==> config.mk <==
export PLATFORM = sky130hd
export DESIGN_NAME = regfile_wr_ctrl
export DESIGN_NICKNAME = d
export VERILOG_FILES = /design/src/rtl/regfile_ctrl_pkg.sv /design/src/rtl/regfile_wr_ctrl.sv
export SDC_FILE = /design/constraint.sdc
export NUM_CORES = 1
export LEC_CHECK = 0
export ABC_AREA = 1
export CAP_MARGIN = 20
export CORE_ASPECT_RATIO = 2
export CORE_MARGIN = 10
export CORE_UTILIZATION = 26
export DETAILED_ROUTE_END_ITERATION = 8
export GPL_TIMING_DRIVEN = 0
export PLACE_DENSITY = 0.66
export RECOVER_POWER = 100
export SLEW_MARGIN = 0
export SYNTH_ARGS = -nofsm -noshare
export SYNTH_HDL_FRONTEND = slang
export SYNTH_SLANG_ARGS = --single-unit
==> constraint.sdc <==
create_clock -name clk -period 2.4 [get_ports clk]
set_input_delay 0.6 -clock clk [delete_from_list [all_inputs] [get_ports clk]]
set_output_delay 0.6 -clock clk [all_outputs]
set_load 0.05 [all_outputs]
==> src/rtl/regfile_ctrl_pkg.sv <==
`default_nettype none
// ============================================================================
// Module      : regfile_ctrl_pkg
// Description : Shared types and constants for the register-file write-port
//               controller (state encoding, register count, address width).
// Revision    : 1.0 - initial release
// ============================================================================
package regfile_ctrl_pkg;

  localparam int NREG    = 32;
  localparam int RADDR_W = 5;

  typedef enum logic [1:0] {
    RESET    = 2'd0,
    CLEAR    = 2'd1,
    RUN      = 2'd2,
    DBG_SLOT = 2'd3
  } rfc_state_e;

endpackage : regfile_ctrl_pkg
`default_nettype wire

==> src/rtl/regfile_wr_ctrl.sv <==
`default_nettype none
// ============================================================================
// Module      : regfile_wr_ctrl
// Description : Write-port controller for the integer register file. Clears
//               x1..x31 after reset, then arbitrates the single write port
//               between writeback (priority) and a debug/loader requester
//               with a starvation bound that forces a debug slot.
// Revision    : 1.0 - initial release
// ============================================================================
module regfile_wr_ctrl
  import regfile_ctrl_pkg::*;
#(
  parameter int XLEN           = 32,
  parameter int DBG_STARVE_MAX = 4
) (
  input  logic               clk,
  input  logic               rst_n,
  input  logic               wb_we,
  input  logic [4:0]         wb_rd,
  input  logic [XLEN-1:0]    wb_wd,
  input  logic               dbg_valid,
  input  logic [4:0]         dbg_rd,
  input  logic [XLEN-1:0]    dbg_wd,
  output logic               dbg_ready,
  output logic               wb_stall,
  output logic               init_done,
  output logic               rf_we3,
  output logic [4:0]         rf_a3,
  output logic [XLEN-1:0]    rf_wd3
);

  localparam int                  SW          = $clog2(DBG_STARVE_MAX + 1);
  localparam logic [SW-1:0]       STARVE_LAST = SW'(DBG_STARVE_MAX - 1);
  localparam logic [RADDR_W-1:0]  CLR_LAST    = RADDR_W'(NREG - 1);

  rfc_state_e          state_q, state_d;
  logic [RADDR_W-1:0]  clr_cnt_q, clr_cnt_d;
  logic [SW-1:0]       starve_cnt_q, starve_cnt_d;
  logic                wb_stall_q, wb_stall_d;
  logic                init_done_q, init_done_d;

  logic                dbg_blocked;
  logic                sel_we;
  logic [RADDR_W-1:0]  sel_a;
  logic [XLEN-1:0]     sel_wd;

  // Debug is blocked only while writeback owns the port in RUN
  assign dbg_blocked = dbg_valid & wb_we;

  // Next-state logic: clear sequencing, starvation tracking, state-decoded flags
  always_comb begin
    state_d      = state_q;
    clr_cnt_d    = clr_cnt_q;
    starve_cnt_d = starve_cnt_q;
    case (state_q)
      RESET: begin
        state_d      = CLEAR;
        clr_cnt_d    = RADDR_W'(1);
        starve_cnt_d = '0;
      end
      CLEAR: begin
        clr_cnt_d = clr_cnt_q + RADDR_W'(1);
        if (clr_cnt_q == CLR_LAST) begin
          state_d = RUN;
        end
      end
      RUN: begin
        // Any cycle that is not blocked is either a transfer or an idle
        // requester; both restart the starvation window.
        if (dbg_blocked) begin
          starve_cnt_d = starve_cnt_q + SW'(1);
          if (starve_cnt_q == STARVE_LAST) begin
            state_d = DBG_SLOT;
          end
        end else begin
          starve_cnt_d = '0;
        end
      end
      DBG_SLOT: begin
        state_d      = RUN;
        starve_cnt_d = '0;
      end
      default: begin
        state_d = RESET;
      end
    endcase
    // Flags depend on state only, so they are registered from the next state
    wb_stall_d  = (state_d != RUN);
    init_done_d = (state_d == RUN) || (state_d == DBG_SLOT);
  end

  // State and counter registers with asynchronous active-low reset
  always_ff @(posedge clk or negedge rst_n) begin
    if (!rst_n) begin
      state_q      <= RESET;
      clr_cnt_q    <= '0;
      starve_cnt_q <= '0;
      wb_stall_q   <= 1'b1;
      init_done_q  <= 1'b0;
    end else begin
      state_q      <= state_d;
      clr_cnt_q    <= clr_cnt_d;
      starve_cnt_q <= starve_cnt_d;
      wb_stall_q   <= wb_stall_d;
      init_done_q  <= init_done_d;
    end
  end

  // Write-port source select and debug handshake, combinational from state + inputs
  always_comb begin
    sel_we    = 1'b0;
    sel_a     = '0;
    sel_wd    = '0;
    dbg_ready = 1'b0;
    case (state_q)
      CLEAR: begin
        sel_we = 1'b1;
        sel_a  = clr_cnt_q;
      end
      RUN: begin
        if (wb_we) begin
          sel_we = 1'b1;
          sel_a  = wb_rd;
          sel_wd = wb_wd;
        end else if (dbg_valid) begin
          sel_we    = 1'b1;
          sel_a     = dbg_rd;
          sel_wd    = dbg_wd;
          dbg_ready = 1'b1;
        end
      end
      DBG_SLOT: begin
        // A request that vanished here is a protocol violation: no write
        dbg_ready = 1'b1;
        sel_we    = dbg_valid;
        sel_a     = dbg_rd;
        sel_wd    = dbg_wd;
      end
      default: begin
        sel_we = 1'b0;
      end
    endcase
  end

  // x0 is hardwired zero, and an idle port drives zeros for clean traces
  assign rf_we3 = sel_we & (sel_a != '0);
  assign rf_a3  = rf_we3 ? sel_a  : '0;
  assign rf_wd3 = rf_we3 ? sel_wd : '0;

  assign wb_stall  = wb_stall_q;
  assign init_done = init_done_q;

endmodule : regfile_wr_ctrl
`default_nettype wire

# Word level (Yosys, flattened, before mapping)
# Index checks and enable logic that the tools add are counted.
[totals]
reg_bits = 12
latch_bits = 0
ram_bits = 0
romBits = 0
output_inout_bits = 41
word_cells = 43
memories = 0
[classes]
add_sub_neg = 2
n_mul = 0
div = 0
n_lt_le_gt_ge = 0
n_eq_ne = 8
shift = 0
n_mux = 20
n_bitwise = 2
n_reduce_logical = 6
[ops]
columns = ["cell", "count"]
rows = [
  ["32-bit two-way mux", 3],
  ["32-bit case mux with 2 select lines", 1],
  ["5-bit two-way mux", 3],
  ["5-bit case mux with 3 select lines", 1],
  ["5-bit case mux with 2 select lines", 1],
  ["2-bit == test, second input constant", 4],
  ["2-bit case mux with 4 select lines", 1],
  ["2-bit two-way mux", 3],
  ["3-bit case mux with 2 select lines", 1],
  ["5-bit by 1-bit adder with 5-bit output, second input constant", 1],
  ["5-bit == test, second input constant", 1],
  ["5-bit nonzero test", 1],
  ["2-bit nonzero test", 2],
  ["3-bit by 1-bit adder with 3-bit output, second input constant", 1],
  ["3-bit by 2-bit == test with 1-bit output, second input constant", 1],
  ["1-bit two-way mux", 3],
  ["3-bit two-way mux", 1],
  ["1-bit case mux with 3 select lines", 1],
  ["1-bit AND", 2],
  ["2-bit by 1-bit == test with 1-bit output, second input constant", 1],
  ["2-bit zero test", 1],
  ["2-bit inequality test, second input constant", 1],
  ["1-bit case mux with 2 select lines", 1],
  ["2-bit OR reduction", 1],
  ["1-bit logical OR", 1],
]

# Depth between registers and ports, before layout
# Gate-level depths: netlist of run 1.
[logic_depth]
ltp_word = 6
ltp_mapped = 12

# Worst setup path after synthesis of run 1
# OpenSTA, ideal clock, no wires.
[synth_timing]
path_kind = "reg2out"
start = "reg state_q[1]"
end = "out rf_wd3[22]"
t_arrival_ns = 2.444
required_ns = 1.800
setup_slack_ns = -0.644
path_stages_with_launch = 8
path_buffers = 2
path_cell_list = "dfrtp_1 ha_1 buf_6 nor2_2 nor2_2 buf_2 a22oi_1 nor2_1"
[synth_via]
elab_chain_len = 5
word_cells_on_any_way = 9
cone_classes = "3 x eq/ne; 4 x mux; 1 x bitwise; 1 x reduce/logical"
[synth_lines]
columns = ["element", "line", "source"]
rows = [
  ["start: declaration", "regfile_wr_ctrl.sv:36", "rfc_state_e state_q, state_d;"],
  ["start signal: assignment", "regfile_wr_ctrl.sv:101", "state_q <= state_d;"],
  ["2-bit == test or 2-bit by 1-bit == test with 1-bit output (tied branches)", "regfile_wr_ctrl.sv:115", "case (state_q)"],
  ["5-bit case mux with 3 select lines", "regfile_wr_ctrl.sv:115", ""],
  ["5-bit nonzero test", "regfile_wr_ctrl.sv:146", "assign rf_we3 = sel_we & (sel_a != '0);"],
  ["1-bit AND", "regfile_wr_ctrl.sv:146", ""],
  ["32-bit two-way mux (*)", "regfile_wr_ctrl.sv:148", "assign rf_wd3 = rf_we3 ? sel_wd : '0;"],
  ["end: declaration", "regfile_wr_ctrl.sv:29", "output logic [XLEN-1:0] rf_wd3"],
]
# Every way passes the cells marked *; elsewhere a longest branch is shown, timed or not.

# Worst setup path after layout of run 1
[layout_timing]
start = "reg state_q[1]"
end = "out rf_we3"
[layout_via]
elab_chain_len = 4
word_cells_on_any_way = 7
cone_classes = "3 x eq/ne; 2 x mux; 1 x bitwise; 1 x reduce/logical"
[layout_lines]
columns = ["element", "line", "source"]
rows = [
  ["2-bit == test or 2-bit by 1-bit == test with 1-bit output (tied branches)", "regfile_wr_ctrl.sv:115", ""],
  ["5-bit case mux with 3 select lines", "regfile_wr_ctrl.sv:115", ""],
  ["5-bit nonzero test", "regfile_wr_ctrl.sv:146", ""],
  ["1-bit AND (*)", "regfile_wr_ctrl.sv:146", ""],
  ["end: declaration", "regfile_wr_ctrl.sv:27", "output logic rf_we3,"],
]
# Marked as above.

==> metrics.yaml, run 1 <==
outcome:
  status: "finished, violations left"
  violations: "negative setup slack"
routing:
  drt-total-wl_mm: 6.585
  ant_nets: 0
  route.detailed.drc: 0
  wl_per_cell_microns: 16.93
  firstDrtPassIters: 5
  vias_per_cell: 4.920
  drt-initial-drc-count: 70
  vias: 1914
grt:
  grt_pass1_wl_mm: 10.77
  gr-usage-all-layers_pct: 15.11
  grt-ovfl-total: 0
  antenna_found_initial: 0
  first_global_vias: 2141
  grt_max_degree: 12
cts:
  htreeDepth: 1
  postCtsHoldBufs: 0
  clock_sinks: 11
  cts_tree: "done"
  path_clk_slew_ps: 60
  cts_root_buf: "clkbuf_8"
  cts_buffer_depth: 2
  numCtsBuffers: 3
  clock_latency_ps: 240
synthesis:
  yosysWarnings: 0
  yosysTopAreaCell: "dfrtp_1"
  synth_most_common_cell: "nand2_1"
  synthTopCellsByArea: "dfrtp_1, a22oi_1, nand2_1, nor2_1, ha_1"
  synth_area_sq_um: 1310
  ys_seq_elements: 11
  yosysSeqAreaShare_pct: 21.11
  syn_inst: 191
  syn-mean-instance-area_sq_um: 6.859
  synth.distinct_cells: 30
  synth_top_area_share_pct: 19.10
  synthTopCellsByCount: "nand2_1, a22oi_1, nor2_1"
  synth_edf_count: 0
  synth_nets: 277
  async_reset_ff_share_pct: 100.0
  ys.flop_type: "dfrtp_1"
floorplan:
  core_area_sq_um: 4865
  fp.dieH_microns: 120.4
  std_cell_rows: 36
  start_util_pct: 26.93
  io-pin-count: 119
  die_x_microns: 70.19
  die_area_sq_um: 8450
place:
  gp_congestion: 0.8351
  dp_hpwl_mm: 5.459
  port_buffers: 118
  dpl.cell_count: 366
  placement.cell_area_sq_um: 2701
  post-place-ws_ps: -1313
setup_path:
  worstSetupStartpointType: "register"
  worst_ep_required_time_ps: 1800
  cp.arrival_ps: 2190
  critPathSlowestCell: "dfrtp_2"
  critPathKind: "register to primary output"
  critPathMaxStageDelay_ps: 470
  critPathMaxFanout: 5
  crit_chain: "inv_2 > ha_4 > buf_6 > nand2_2 > nand2_1 > inv_1 > nand3_2 > nand2_2 > nand3_2 > o21bai_4 > buf_6 > buf_12 > clkinvlp_4 > buf_8"
  critPathCaptureType: "primary output"
timing:
  setup_viol: 36
  drv_slew: 0
  fmax_mhz: 358.5
  worst_slew_pin_slew_ps: 525.6
  slew_headroom_pct: 64.84
  setup_ws_ps: -389.6
  tns_ps: -12660
  rsz0062_at_grt: "true"
  hold_viol: 0
  skew_ps: 5.238
  period_share_pct: 116.2
  finalCriticalPeriod_ps: 2790
finish:
  fin_area_sq_um: 3052
  instances_no_fill: 389
  num-nets-final: 419
  diodes: 0
  syn_to_final_growth_pct: 133.0
  fin_util_pct: 62.73
  drive_gt1_share_pct: 40.06
pwr:
  powerDensity_nw_per_um2: 913.3
  ir_drop_mv: 1.187
  p_leak_nw: 1.231
worst_hold_path:
  hold_class: "register to register"
flow_run:
  max_cap_viol_count: 0
-- flip-flops by register name, summed over array words and instances, names as in the netlist --
name,flops
clr_cnt_q,5
starve_cnt_q,3
state_q,2
wb_stall,1
-- worst max-delay path, delay by kind of cell (launching register included) --
kind | cells | cell delay [ps]
DFF | 1 | 470
adders and majority gates | 1 | 190
and+or+nand+nor | 5 | 300
AOI/OAI and AO/OA | 1 | 240
buffers and inverters | 7 | 750
-- timing repair --
item | 4_1_cts | 5_1_grt
pin swaps | 3 | 4
gates cloned | 1 | 0
gates resized for setup | 294 | 14
endpoints found under the setup margin | 39 | 39
setup buffers | 15 | 5
-- power by group --
group          internal (mW)  leakage [nW]  switching [mW]
combinational           1.06          1.07            1.22
sequential             0.252         0.139          0.0678
clock                  0.114        0.0255          0.0754
total                   1.42          1.23            1.36
-- metrics by stage --
step,power [mW],hold slack [ps]
after floorplan,1.550,304.4
after global placement,2.015,476.8
after detailed placement,2.030,495.6
after CTS,2.801,508.4
after global routing,2.977,555.4
final,2.787,506.1
-- layout by cell type (no fill, tap or decap), types with 8 or more instances in the layout --
master and n:
clkdlybuf4s50_1 74, nand2_1 30, dfrtp_1 8, inv_1 11
buf_4 17, nand2_2 8, nor2_2 28, a22oi_1 32
buf_6 41, nor2_4 10
-- layout make-up --
type | instances | area (sq um)
plain buffers | 9 | 88.84
fillers | 455 | 1813
repair buffers | 139 | 1436
well taps | 57 | 71.32
clock inverters | 1 | 5.005
multi-input cells | 152 | 1057
inverters | 17 | 72.57
clock buffers | 3 | 41.29
flip-flops and latches | 11 | 279.0
-- routing by layer --
metal / wire length [microns] / vias up / global-route usage (%) / part of all wire (%)
met1: 2305 / 890 / 14.96 / 35
met3: 393 / 8 / 3.030 / 6.0
met5: 0 / - / 0 / 0
met2: 3789 / 81 / 30.18 / 58
met4: 97 / 0 / 3.970 / 1.5
li1: - / 935 / - / -
-- path summary, 6_finish.rpt --
check                                      from               to  slack (ps)  cells past startpoint
worst max-delay path                 state_q[1]           rf_we3        -390                     14
worst min-delay path            starve_cnt_q[1]  starve_cnt_q[1]         510                      2
worst max register to register       state_q[1]       state_q[0]         640                      8
worst min register to register  starve_cnt_q[1]  starve_cnt_q[1]         510                      2
max in group asynchronous                 rst_n       state_q[1]        1250                      1
min in group asynchronous                 rst_n     clr_cnt_q[4]         770                      1
-- cell families after synthesis --
family	count (synthesis)	synth area share, %
simple gates	97	33.24
flops	11	21.11
fa+ha+maj	8	7.641
compound gates	47	26.36
buf+inv	28	11.65
Note: power is estimated with default switching activity, not from simulation.
==> inputs of run 2 (changes only) <==
--- a/config.mk
+++ b/config.mk
@@ -6,7 +6,7 @@
 export NUM_CORES = 1
 export LEC_CHECK = 0
 export ABC_AREA = 1
-export CAP_MARGIN = 20
+export ABC_CLOCK_PERIOD_IN_PS = 2400
 export CORE_ASPECT_RATIO = 2
 export CORE_MARGIN = 10
 export CORE_UTILIZATION = 26
==> results of run 2 <==
The final DEF is identical to that of run 1; final timing and power are the same.
==> inputs of run 3 (changes only) <==
--- a/config.mk
+++ b/config.mk
@@ -9,10 +9,11 @@
 export ABC_CLOCK_PERIOD_IN_PS = 2400
 export CORE_ASPECT_RATIO = 2
 export CORE_MARGIN = 10
-export CORE_UTILIZATION = 26
+export CORE_UTILIZATION = 31
 export DETAILED_ROUTE_END_ITERATION = 8
+export GPL_ROUTABILITY_DRIVEN = 0
 export GPL_TIMING_DRIVEN = 0
-export PLACE_DENSITY = 0.66
+export PLACE_DENSITY = 0.77
 export RECOVER_POWER = 100
 export SLEW_MARGIN = 0
 export SYNTH_ARGS = -nofsm -noshare
==> run 3 against run 2 <==
The run still ends with negative setup slack left. First-iteration DRC count rose by 53%. Clock power fell by 4%. Core utilization rose by 14 points. Critical path depth fell by 1. Largest power group unchanged. Sequential cell count did not move. Die area fell by 13%. Critical endpoint is now rf_wd3[26]. Clock skew rose by 1.0 ps. Wire length rose by 2.7%. Non-clock buffer count fell by 4. Setup slack improved by 25 ps.
==> metrics.yaml, run 3 (synthesis results as in run 1) <==
finish:
  instances_no_fill: 381  # -2.1%
  final_common_cell: "clkdlybuf4s50_1"
  num-nets-final: 416  # -0.72%
  syn_to_final_growth_pct: 139.8
  regMostFlops: "clr_cnt_q"
  top_regs: "clr_cnt_q: 5 flops, starve_cnt_q: 3 flops, state_q: 2 flops"
  layout_common_cells: "clkdlybuf4s50_1, buf_6, a22oi_1, nand2_1, nor2_4"
  diodes: 0  # unchanged
  largest_register_ffs: 5  # unchanged
  drive_gt1_share_pct: 39.51  # -0.55 points
timing:
  setup_ws_ps: -364.7  # +24.93 ps
  drv_slew: 0  # unchanged
  fmax_mhz: 361.7  # +0.90%
  setup_viol: 36  # unchanged
  worst_slew_pin_slew_ps: 533.4  # +7.847 ps
  skew_ps: 6.267  # +1.029 ps
  rsz0062_at_grt: "true"
  slew_headroom_pct: 64.32  # -0.52 points
  hold_viol: 0  # unchanged
  finalCriticalPeriod_ps: 2765  # -24.93 ps
  period_share_pct: 115.2  # -1.0 points
worst_hold_path:
  hold_class: "register to register"
  holdPathStages: 2  # unchanged
  holdPathEnd: "starve_cnt_q[1]"
  worst_hold_startpoint: "starve_cnt_q[1]"
floorplan:
  fp.dieH_microns: 111.9  # -7.0%
  start_util_pct: 32.05  # +5.1 points
  die_x_microns: 65.97  # -6.0%
  io-pin-count: 119  # unchanged
  std_cell_rows: 33  # -8.3%
  core_area_sq_um: 4088  # -16%
  die_area_sq_um: 7383  # -13%
outcome:
  status: "finished, violations left"
  violations: "negative setup slack"
routing:
  vias_per_cell: 4.963  # +0.87%
  firstDrtPassIters: 4  # -1
  drt-initial-drc-count: 107  # +53%
  vias: 1891  # -1.2%
  route.detailed.drc: 0  # unchanged
  ant_nets: 0  # unchanged
  wl_per_cell_microns: 17.76  # +4.9%
  drt-total-wl_mm: 6.766  # +2.7%
place:
  port_buffers: 118  # unchanged
  dpl.cell_count: 361  # -1.4%
  post-place-ws_ps: -1289  # +23.92 ps
  dp_hpwl_mm: 5.296  # -3.0%
setup_path:
  worst_ep_required_time_ps: 1800  # about the same
  rrSetupSlack_ps: 870  # +230 ps
  cp.arrival_ps: 2160  # -30 ps
  reg2regPathDepth: 6  # -2
  worstSetupStartpointType: "register"
  critPathKind: "register to primary output"
  reg2reg_from: "state_q[1]"
  r2r-end: "clr_cnt_q[0]"
  critPathCaptureType: "primary output"
  critPathMaxFanout: 8  # +3
grt:
  first_global_vias: 1928  # -9.9%
  antenna_found_initial: 0  # unchanged
  grt-ovfl-total: 0  # unchanged
  grt_pass1_wl_mm: 10.36  # -3.8%
  grt_max_degree: 12  # unchanged
  gr-usage-all-layers_pct: 17.52  # +2.4 points
flow_run:
  max_cap_viol_count: 0  # unchanged
pwr:
  p_leak_nw: 1.247  # +1.3%
  ir_drop_mv: 1.367  # +15%
  powerDensity_nw_per_um2: 953.4  # +4.4%
  power_mw: 2.995  # +7.5%
cts:
  clock_latency_ps: 240  # about the same
  cts_root_buf: "clkbuf_8"
  htreeDepth: 1  # unchanged
  cts_buffer_depth: 2  # unchanged
  cts_tree: "done"
  path_clk_slew_ps: 50  # about the same
  clock_sinks: 11  # unchanged
  numCtsBuffers: 3  # unchanged
run 3: worst max-delay path by stage:
stage / start / endpoint / cells after the start
4_1_cts: state_q[1] / rf_we3 / 14
6_report: state_q[0] / rf_wd3[26] / 13
5_1_grt: state_q[0] / rf_a3[4] / 13
3_5_place_dp: wb_we / rf_wd3[21] / 10
2_1_floorplan: state_q[1] / rf_we3 / 12
3_3_place_gp: wb_we / rf_wd3[21] / 11
run 3: critical path, stage by stage (launching register included):
cell and delay, ps:
dfrtp_2 450, inv_2 100, ha_4 230, nand2_8 80
inv_6 70, nand2_1 50, nand3_1 100, nand2_2 70
nand2_2 100, o21bai_4 70, buf_12 150, clkbuf_16 160
nor2_4 100, buf_6 170
run 3: per-stage QoR:
step	instance area [sq um]	hold slack, ps	setup TNS, ps	util [%]
final	3142	500.4	-11960	76.86
after floorplan	1449	304.4	-7816	-
after global routing	3142	537.2	-16290	76.86
after detailed placement	2695	490.0	-46110	65.93
after global placement	2695	475.2	-45930	65.93
after CTS	2920	500.6	-12340	71.44
run 3: power by group:
| part | switching, mW | leakage [nW] | internal (mW) | total (mW) |
|---|---|---|---|---|
| logic | 1.34 | 1.08 | 1.15 | 2.49 |
| registers | 0.0719 | 0.139 | 0.252 | 0.324 |
| clock network | 0.0662 | 0.0228 | 0.116 | 0.183 |
| total | 1.48 | 1.25 | 1.52 | 3.00 |
run 3: metal layers:
layer	routed length (microns)	GRT usage (%)	share of wire, %
met1	2275	17.19	34
met2	3890	33.66	57
met5	0	0	0
met3	463	4.418	6.8
met4	138	5.063	2.0
run 3: area by class of cell:
cell class / instances / area (sq um)
clock buffer: 4 / 45.04
sequential: 11 / 279.0
timing repair inverter: 1 / 3.754
tap: 52 / 65.06
buffer: 10 / 106.4
timing repair buffer: 134 / 1431
inverter: 17 / 75.07
multi-input combinational: 152 / 1136
fill: 279 / 945.9
run 3: timing repair:
action / 4_1_cts / 5_1_grt
gates resized for setup: 291 / 37
pin swaps: 1 / 5
endpoints found under the setup margin: 39 / 39
hold buffers: 0 / 0
cloned: 1 / 3
buffers inserted: 7 / 6
